`src/rtl/rv32_div_unit_pkg.sv`:
```
// Shared types and constants for the RV32M iterative divider.
// Operation encoding, register tag type, divider FSM states and the
// architectural divide-by-zero quotient.
package rv32_div_unit_pkg;

  typedef enum logic [1:0] {
    divop_div  = 2'd0,
    divop_divu = 2'd1,
    divop_rem  = 2'd2,
    divop_remu = 2'd3
  } rv32_divop;

  typedef logic [4:0] rv32_register;

  typedef enum logic [1:0] {
    DIV_IDLE = 2'd0,
    DIV_CALC = 2'd1,
    DIV_FIX  = 2'd2,
    DIV_DONE = 2'd3
  } rv32_div_state;

  // Quotient returned by DIV/DIVU when the divisor is zero.
  localparam logic [31:0] RV32_DIV_ZERO_QUOT = 32'hFFFF_FFFF;

  // DIV and REM interpret their operands as two's-complement values.
  function automatic logic divop_is_signed(rv32_divop op);
    return (op == divop_div) || (op == divop_rem);
  endfunction

  // REM and REMU return the remainder instead of the quotient.
  function automatic logic divop_is_rem(rv32_divop op);
    return (op == divop_rem) || (op == divop_remu);
  endfunction

endpackage

```
`src/rtl/rv32_div_unit_step.sv`:
```
// One combinational restoring-division step on unsigned magnitudes.
// The {rem, quot} pair is shifted left by one; the divisor is trial
// subtracted from the widened partial remainder and the difference is
// kept only when it does not go negative, in which case the new quotient
// bit is 1.
module rv32_div_step #(
  parameter int XLEN = 32
) (
  input  logic [XLEN-1:0] rem_i,
  input  logic [XLEN-1:0] quot_i,
  input  logic [XLEN-1:0] divisor_i,
  output logic [XLEN-1:0] rem_o,
  output logic [XLEN-1:0] quot_o
);

  logic [XLEN:0] rem_sh;
  logic [XLEN:0] diff;

  // Shift, trial subtract, restore on borrow.
  always_comb begin
    rem_sh = {rem_i, quot_i[XLEN-1]};
    diff   = rem_sh - {1'b0, divisor_i};
    if (!diff[XLEN]) begin
      rem_o  = diff[XLEN-1:0];
      quot_o = {quot_i[XLEN-2:0], 1'b1};
    end else begin
      rem_o  = rem_sh[XLEN-1:0];
      quot_o = {quot_i[XLEN-2:0], 1'b0};
    end
  end

endmodule

```
`src/rtl/rv32_div_unit.sv`:
```
// RV32M DIV/DIVU/REM/REMU iterative radix-2 restoring divider.
// UNROLL restoring steps (1 or 2) are resolved per clock. Operands are
// reduced to magnitudes at capture and the signs are re-applied in
// DIV_FIX. Divide-by-zero and signed overflow return the RISC-V defined
// values.
// Optional macro RV32_DIV_FAST_SPECIAL_EN: when defined, those special
// cases bypass the iteration and report done one cycle after start.
module rv32_div_unit
  import rv32_div_unit_pkg::*;
#(
  parameter int XLEN   = 32,
  parameter int UNROLL = 1
) (
  input  logic            clk,
  input  logic            rst,
  input  logic            start,
  input  logic            flush,
  input  rv32_divop       divop,
  input  logic [XLEN-1:0] op_a,
  input  logic [XLEN-1:0] op_b,
  input  rv32_register    rd_in,
  output logic            busy,
  output logic            done,
  output logic [XLEN-1:0] result,
  output rv32_register    rd_out
);

  localparam int STEPS = XLEN / UNROLL;
  localparam int CNT_W = $clog2(STEPS + 1);
  // The package constant is 32 bits wide; this unit is an RV32 block.
  localparam logic [XLEN-1:0] ZERO_QUOT  = XLEN'(RV32_DIV_ZERO_QUOT);
  localparam logic [XLEN-1:0] SIGNED_MIN = {1'b1, {(XLEN-1){1'b0}}};

  rv32_div_state   state_q, state_d;
  logic [CNT_W-1:0] cnt_q, cnt_d;
  logic [XLEN-1:0] rem_q, rem_d;
  logic [XLEN-1:0] quot_q, quot_d;
  logic [XLEN-1:0] divisor_q, divisor_d;
  logic            quot_neg_q, quot_neg_d;
  logic            rem_neg_q, rem_neg_d;
  logic            is_rem_q, is_rem_d;
  logic            special_q, special_d;
  logic [XLEN-1:0] special_res_q, special_res_d;
  logic [XLEN-1:0] result_q, result_d;
  rv32_register    rd_q, rd_d;

  // Operand decode of the incoming request.
  logic            in_signed, in_rem, a_neg, b_neg;
  logic            div_zero, sgn_ovf, in_special;
  logic [XLEN-1:0] a_mag, b_mag, special_val;

  // Classify the request and compute magnitudes and the special result.
  always_comb begin
    in_signed  = divop_is_signed(divop);
    in_rem     = divop_is_rem(divop);
    a_neg      = in_signed & op_a[XLEN-1];
    b_neg      = in_signed & op_b[XLEN-1];
    a_mag      = a_neg ? (~op_a + 1'b1) : op_a;
    b_mag      = b_neg ? (~op_b + 1'b1) : op_b;
    div_zero   = (op_b == '0);
    sgn_ovf    = in_signed && (op_a == SIGNED_MIN) && (op_b == '1);
    in_special = div_zero | sgn_ovf;
    if (div_zero) begin
      special_val = in_rem ? op_a : ZERO_QUOT;
    end else begin
      special_val = in_rem ? '0 : SIGNED_MIN;
    end
  end

  // Chain of UNROLL restoring steps fed from the working registers.
  logic [UNROLL:0][XLEN-1:0] chain_rem;
  logic [UNROLL:0][XLEN-1:0] chain_quot;

  assign chain_rem[0]  = rem_q;
  assign chain_quot[0] = quot_q;

  generate
    for (genvar gi = 0; gi < UNROLL; gi++) begin : g_step
      rv32_div_step #(.XLEN(XLEN)) u_step (
        .rem_i     (chain_rem[gi]),
        .quot_i    (chain_quot[gi]),
        .divisor_i (divisor_q),
        .rem_o     (chain_rem[gi+1]),
        .quot_o    (chain_quot[gi+1])
      );
    end
  endgenerate

  // Sign-corrected result selected for the DIV_FIX cycle.
  logic [XLEN-1:0] quot_fix, rem_fix, fix_val;

  // Re-apply signs; special cases override the iterated value.
  always_comb begin
    quot_fix = quot_neg_q ? (~quot_q + 1'b1) : quot_q;
    rem_fix  = rem_neg_q ? (~rem_q + 1'b1) : rem_q;
    if (special_q) begin
      fix_val = special_res_q;
    end else begin
      fix_val = is_rem_q ? rem_fix : quot_fix;
    end
  end

  // Next-state and datapath update; flush always returns to idle.
  always_comb begin
    state_d       = state_q;
    cnt_d         = cnt_q;
    rem_d         = rem_q;
    quot_d        = quot_q;
    divisor_d     = divisor_q;
    quot_neg_d    = quot_neg_q;
    rem_neg_d     = rem_neg_q;
    is_rem_d      = is_rem_q;
    special_d     = special_q;
    special_res_d = special_res_q;
    result_d      = result_q;
    rd_d          = rd_q;

    case (state_q)
      DIV_IDLE: begin
        if (start && !flush) begin
          cnt_d         = CNT_W'(STEPS);
          rem_d         = '0;
          quot_d        = a_mag;
          divisor_d     = b_mag;
          quot_neg_d    = a_neg ^ b_neg;
          rem_neg_d     = a_neg;
          is_rem_d      = in_rem;
          special_d     = in_special;
          special_res_d = special_val;
          rd_d          = rd_in;
`ifdef RV32_DIV_FAST_SPECIAL_EN
          if (in_special) begin
            result_d = special_val;
            state_d  = DIV_DONE;
          end else begin
            state_d  = DIV_CALC;
          end
`else
          state_d = DIV_CALC;
`endif
        end
      end
      DIV_CALC: begin
        rem_d  = chain_rem[UNROLL];
        quot_d = chain_quot[UNROLL];
        cnt_d  = cnt_q - 1'b1;
        if (cnt_q == CNT_W'(1)) begin
          state_d = DIV_FIX;
        end
      end
      DIV_FIX: begin
        result_d = fix_val;
        state_d  = DIV_DONE;
      end
      DIV_DONE: begin
        state_d = DIV_IDLE;
      end
      default: begin
        state_d = DIV_IDLE;
      end
    endcase

    if (flush) begin
      state_d  = DIV_IDLE;
      result_d = result_q;
    end
  end

  // State and datapath registers, cleared by the asynchronous reset.
  always_ff @(posedge clk or posedge rst) begin
    if (rst) begin
      state_q       <= DIV_IDLE;
      cnt_q         <= '0;
      rem_q         <= '0;
      quot_q        <= '0;
      divisor_q     <= '0;
      quot_neg_q    <= 1'b0;
      rem_neg_q     <= 1'b0;
      is_rem_q      <= 1'b0;
      special_q     <= 1'b0;
      special_res_q <= '0;
      result_q      <= '0;
      rd_q          <= '0;
    end else begin
      state_q       <= state_d;
      cnt_q         <= cnt_d;
      rem_q         <= rem_d;
      quot_q        <= quot_d;
      divisor_q     <= divisor_d;
      quot_neg_q    <= quot_neg_d;
      rem_neg_q     <= rem_neg_d;
      is_rem_q      <= is_rem_d;
      special_q     <= special_d;
      special_res_q <= special_res_d;
      result_q      <= result_d;
      rd_q          <= rd_d;
    end
  end

  assign busy   = (state_q != DIV_IDLE);
  assign done   = (state_q == DIV_DONE) && !flush;
  assign result = result_q;
  assign rd_out = rd_q;

endmodule

```
`config.mk`:
```
export PLATFORM = sky130hd
export DESIGN_NAME = rv32_div_unit
export DESIGN_NICKNAME = d
export VERILOG_FILES = /design/src/rtl/rv32_div_unit_pkg.sv /design/src/rtl/rv32_div_unit_step.sv /design/src/rtl/rv32_div_unit.sv
export SDC_FILE = /design/constraint.sdc
export NUM_CORES = 1
export LEC_CHECK = 0
export ABC_CLOCK_PERIOD_IN_PS = 10500
export BUFFER_PORTS_ARGS = -buffer_cell sky130_fd_sc_hd__buf_2
export CAP_MARGIN = 5
export CORE_AREA = 3 3 143 145
export CTS_CLUSTER_DIAMETER = 30
export DETAILED_ROUTE_END_ITERATION = 12
export DIE_AREA = 0 0 146 148
export PLACE_DENSITY = 0.93
export SYNTH_ARGS = -nofsm -noshare
export SYNTH_HDL_FRONTEND = slang
export SYNTH_SLANG_ARGS = --single-unit
```
`constraint.sdc`:
```
create_clock -name clk -period 10.5 [get_ports clk]
set_input_delay 1.05 -clock clk [delete_from_list [all_inputs] [get_ports clk]]
set_output_delay 1.05 -clock clk [all_outputs]
set_load 0.03 [all_outputs]
```
==> After elaboration in Yosys (flattened, before gate mapping) <==
Cells that the tools add are included.
{ "word_totals": {"ff_bits": 177, "input_bits": 75, "out_inout_bits": 39, "wordCells": 75} }
{ "op_classes": {"addsub": 6, "n_eq_ne": 11, "n_mux": 21, "bitwise": 9, "reduce_logical": 16} }
{ "ops": {"columns": ["operator", "count"], "rows": [
  ["2-to-1 mux 32 bit", 12],
  ["adder 32 x 1 -> 32 bit, second input constant", 4],
  ["inverter 32 bit", 4],
  ["case mux 32 bit (2 select lines)", 2],
  ["equality test 32 bit, second input constant", 2],
  ["subtractor 33 x 32 -> 33 bit", 1],
  ["logical NOT 32 bit", 1],
  ["case mux 6 bit (2 select lines)", 1],
  ["equality test 2 bit, second input constant", 4],
  ["case mux 2 bit (4 select lines)", 1],
  ["AND reduction 2 bit", 4],
  ["equality test 6 x 1 -> 1 bit, second input constant", 1],
  ["2-to-1 mux 2 bit", 3],
  ["2-to-1 mux 6 bit", 1],
  ["inequality test 3 bit, second input constant", 2],
  ["subtractor 6 x 1 -> 6 bit, second input constant", 1],
  ["logical AND 1 bit", 4],
  ["logical NOT 2 bit", 2],
  ["nonzero test 2 bit", 2],
  ["AND 1 bit", 2],
  ["equality test 2 x 1 -> 1 bit, second input constant", 1],
  ["logical OR 1 bit", 2],
  ["inequality test 2 bit, second input constant", 1],
  ["logical NOT 1 bit", 1],
  ["other kinds (4)", 4]
]} }

==> Logic depth before layout (Yosys ltp) <==
{ "depth": {"word_depth": 6, "ltp_mapped": 13, "depth_no_buf": 12} }

==> Hierarchy <==
Synthesis repeated with hierarchy kept, for this count alone.
{ "hier_totals": {"cells_unflattened": 1574, "hier_area_um2": 12979.9} }
{ "by_module_without_submodules": {"columns": ["mod", "n_inst", "cells_each", "area_each_um2", "seq_area_each_um2"], "rows": [
  ["rv32_div_unit", 1, 1232, 10491.3, 4429.2],
  ["rv32_div_step", 1, 342, 2488.6, 0.0]
]} }

==> Least setup slack after synthesis <==
No wires, ideal clock.
{ "synth_path": {"path_type": "in2reg", "startpoint": "input port op_b[0]", "endpoint": "register special_res_q[31]", "setup_time_ns": 0.065, "arrival_ns": 3.530, "required_ns": 10.435, "slack_ns": 6.905, "stages": 13, "path_buffers": 2, "cell_sequence": "inv_1 > ha_1 > or3b_1 > or4_4 > nor2b_4 > and2_4 > nand2_2 > or2_4 > or3_1 > buf_6 > buf_6 > o211ai_2 > o21a_1"} }
{ "synth_between": {"elab_chain_cells": 2} }
{ "synth_rtl": {"columns": ["item", "line_no", "source"], "rows": [
  ["start: declaration", "rv32_div_unit.sv:20", "input logic [XLEN-1:0] op_b,"],
  ["logical NOT 32 bit", "rv32_div_unit.sv:60", "div_zero = (op_b == '0);"],
  ["2-to-1 mux 32 bit", "rv32_div_unit.sv:63", "if (div_zero) begin"],
  ["end signal: assignment", "rv32_div_unit.sv:194", "special_res_q <= special_res_d;"],
  ["end: declaration", "rv32_div_unit.sv:43", "logic [XLEN-1:0] special_res_q, special_res_d;"]
]} }
Every way passes these cells.
A chain may end at the register's enable or synchronous reset.

==> Worst setup path in the final report <==
{ "layout_path": {"startpoint": "input port op_b[0]", "endpoint": "register special_res_q[0]"} }
Same word-level chain as after synthesis.

==> impl_metrics.ini <==
[global_routing]
grt_pass1_wl_microns = 56200
grtUsageMet3_pct = 4.75
top_usage_layer = met2
grt_start_max_net_pins = 108
antenna_found_initial = 0
grt_overflow_total = 0
track_usage_pct = 31.5
grt_pass1_vias = 11600
met2_usage_pct = 51.8
use_met1_pct = 40.1

[timing]
hold_ws_ns = 0.474
drv_slew = 0
worst_slew_pin_slew_ns = 1.12
setup_violations = 0
finClkSkew_ns = 0.00898
tns_ns = 0
fmax_mhz = 244
period_share_pct = 39.0
rsz0062_at_grt = no
hold_viol_final = 0
finalCriticalPeriod_ns = 4.09
worst_slack_ns = 6.41
slew_headroom_pct = 25.4

[cts]
cts_htree_levels = 4
cts_resized = 0
clk_latency_ns = 0.44
clock-root-buffer = clkbuf_16
cts_tree = built
cts_setup_buffers = 0
postCtsHoldBufs = 0
cts_sinks = 177
clk_path_buf_depth = 2
numCtsBuffers = 17
path_clk_slew_ns = 0.07

[final_layout]
nets = 1688
multi_input_area_sq_mm = 0.00752
fillers = 1420
postLayoutCellArea_sq_mm = 0.0137
drive_above_1_share_pct = 13.6
diodes = 0
area_growth_pct = 9.54
seqCellArea_sq_mm = 0.00443

[detailed_routing]
post_drt_via_cell_ratio = 6.43
drt_iter0_markers = 1303
drc = 0
routed_wl_microns = 34100
wl_per_cell_microns = 18.5
ant_nets = 0
first_pass_iters = 6
vias = 11900

[placement]
io_buffers = 113
hpwl_microns = 23600
routabilityCongestion = 0.908
place_area_sq_mm = 0.0132
dp_slack_ns = 6.10

[floorplanning]
die_w_microns = 146
fp.coreArea_sq_mm = 0.0193
start_util_pct = 64.8
die_h_microns = 148
die_area_sq_mm = 0.0216
std_cell_rows = 51
io_pins = 114

[synthesis]
synthCells = 1520
ys_types = 71
yosys_warnings = 0
synth.most_common_cell = nand2_1
synth_top_cell_area_share_pct = 35.4
avgSynthCellArea_sq_um = 8.24
synth_area_leaders = dfrtp_1 35%, nand2_1 6.4%, o21ai_0 6.0%
synthTopCellsByCount = 215 x nand2_1, 177 x dfrtp_1, 150 x o21ai_0
synth_edf_count = 0
async_flop_share_pct = 100
ys.flop_type = dfrtp_1
ys_ff_latch = 177
yosysSeqAreaShare_pct = 35.4
synthesis.nets = 1639
syn-cell-area_sq_mm = 0.0125
synth_area_leader_cell = dfrtp_1

[min_path]
min_path_type = register to register

[setup_path]
crit_slowest_cell = or3_2
critPathCaptureType = register
worst-path-buf-inv = 2
worst-path-max-fanout = 33
cpLargestDelayFamily = simple AND/OR/NAND/NOR gates
critPathRequiredTime_ns = 10.88
cp_slowest_stage_delay_ns = 0.91
start_kind = primary input
critPathKind = primary input to register
arrival_ns = 4.47
crit_chain = buf_2, inv_1, ha_1, or3b_1, or4_4, nor2b_4, and2_4, nand2_2, or2_4, or3_2, a21oi_1, mux2_2

[power]
p_leak_uw = 0.00602
peakVddDrop_mv = 0.321
powerDensity_mw_per_mm2 = 319
fin_total_pwr_uw = 4380

[status]
status = finished, final reports clean

[job]
maxCapViolations = 0
[per-stage QoR]
| stage | utilization (%) | instances |
|---|---|---|
| final | 71.0 | 1847 |
| after floorplan | - | 1520 |
| after global placement | 68.0 | 1815 |
| after detailed placement | 68.0 | 1815 |
| after CTS | 71.0 | 1847 |
| after global routing | 71.0 | 1847 |
[where the power goes]
| part | leakage (uW) | switching, uW | internal (uW) | total, uW |
|---|---|---|---|---|
| logic | 0.00343 | 1580 | 940 | 2520 |
| registers | 0.00231 | 312 | 914 | 1230 |
| clock network | 0.000287 | 296 | 339 | 635 |
[state kept, by name, indices dropped and copies added (netlist names)]
register / flops
rem_q: 32
divisor_q: 32
special_res_q: 32
special_q: 1
is_rem_q: 1
rd_out: 5
rem_neg_q: 1
result: 32
cnt_q: 6
state_q: 2
quot_q: 32
quot_neg_q: 1
[placed cells by master (no fill, tap or decap), types with 6 or more instances in the layout]
master / netlist / final
a32oi_1: 6 / 6
o311ai_0: 19 / 19
buf_2: 0 / 113
a211oi_1: 24 / 24
inv_6: 0 / 6
dfrtp_1: 177 / 175
xnor2_1: 69 / 69
nor2_1: 108 / 108
a21o_1: 12 / 12
o31ai_1: 34 / 34
mux2i_1: 16 / 16
o31ai_2: 27 / 27
inv_1: 59 / 58
buf_4: 0 / 9
ha_1: 43 / 42
nor2b_1: 35 / 35
o41ai_1: 17 / 17
o21ai_0: 150 / 150
nand3_1: 28 / 28
or3_1: 15 / 14
xor2_1: 75 / 74
nand2b_1: 21 / 20
nor4_1: 15 / 15
nand4_1: 15 / 15
a21oi_1: 133 / 132
clkbuf_16: 0 / 17
nand2_1: 215 / 215
nor3_1: 16 / 16
or4_1: 14 / 14
[path summary, 6_finish.rpt]
| path | startpoint | endpoint | slack [ns] | depth (start not counted) |
|---|---|---|---|---|
| worst max register to register | quot_q[31] | rem_q[22] | 6.43 | 13 |
| max in group asynchronous | rst | special_q | 8.07 | 3 |
| worst min register to register | result[21] | result[21] | 0.47 | 2 |
| worst min-delay path | result[21] | result[21] | 0.47 | 2 |
| worst max-delay path | op_b[0] | special_res_q[0] | 6.41 | 12 |
| min in group asynchronous | rst | divisor_q[9] | 0.82 | 2 |
[area by class of cell]
type                            instances  share of cell area (%)
Timing Repair Buffer                  122                    4.62
Clock inverter                         13                   0.912
Sequential cell                       177                    32.3
Tap cell                              265                    2.42
Inverter                               60                    1.68
Clock buffer                           19                    3.23
Multi-Input combinational cell       1191                    54.8
[worst min-delay path: stages, from the launching register on]
cell and delay, ns:
dfrtp_1 0.34, nand2_1 0.05, o21ai_0 0.06
[per-layer routing]
metal	share of wire [%]	wire length (microns)
met1	39	13500
met2	48	16400
met3	7.3	2480
met4	5.3	1810
met5	0	0
[cell families after synthesis]
logic type	Yosys count	share of synthesized area [%]
xor gates and xnor gates	145	10.2
AOI/OAI and AO/OA	464	23.9
buffers and inverters	152	4.80
and+or+nand+nor	517	19.5
DFF	177	35.4
muxes	21	1.73
adders and majority gates	44	4.46
Note: power is estimated with default switching activity, not from simulation.
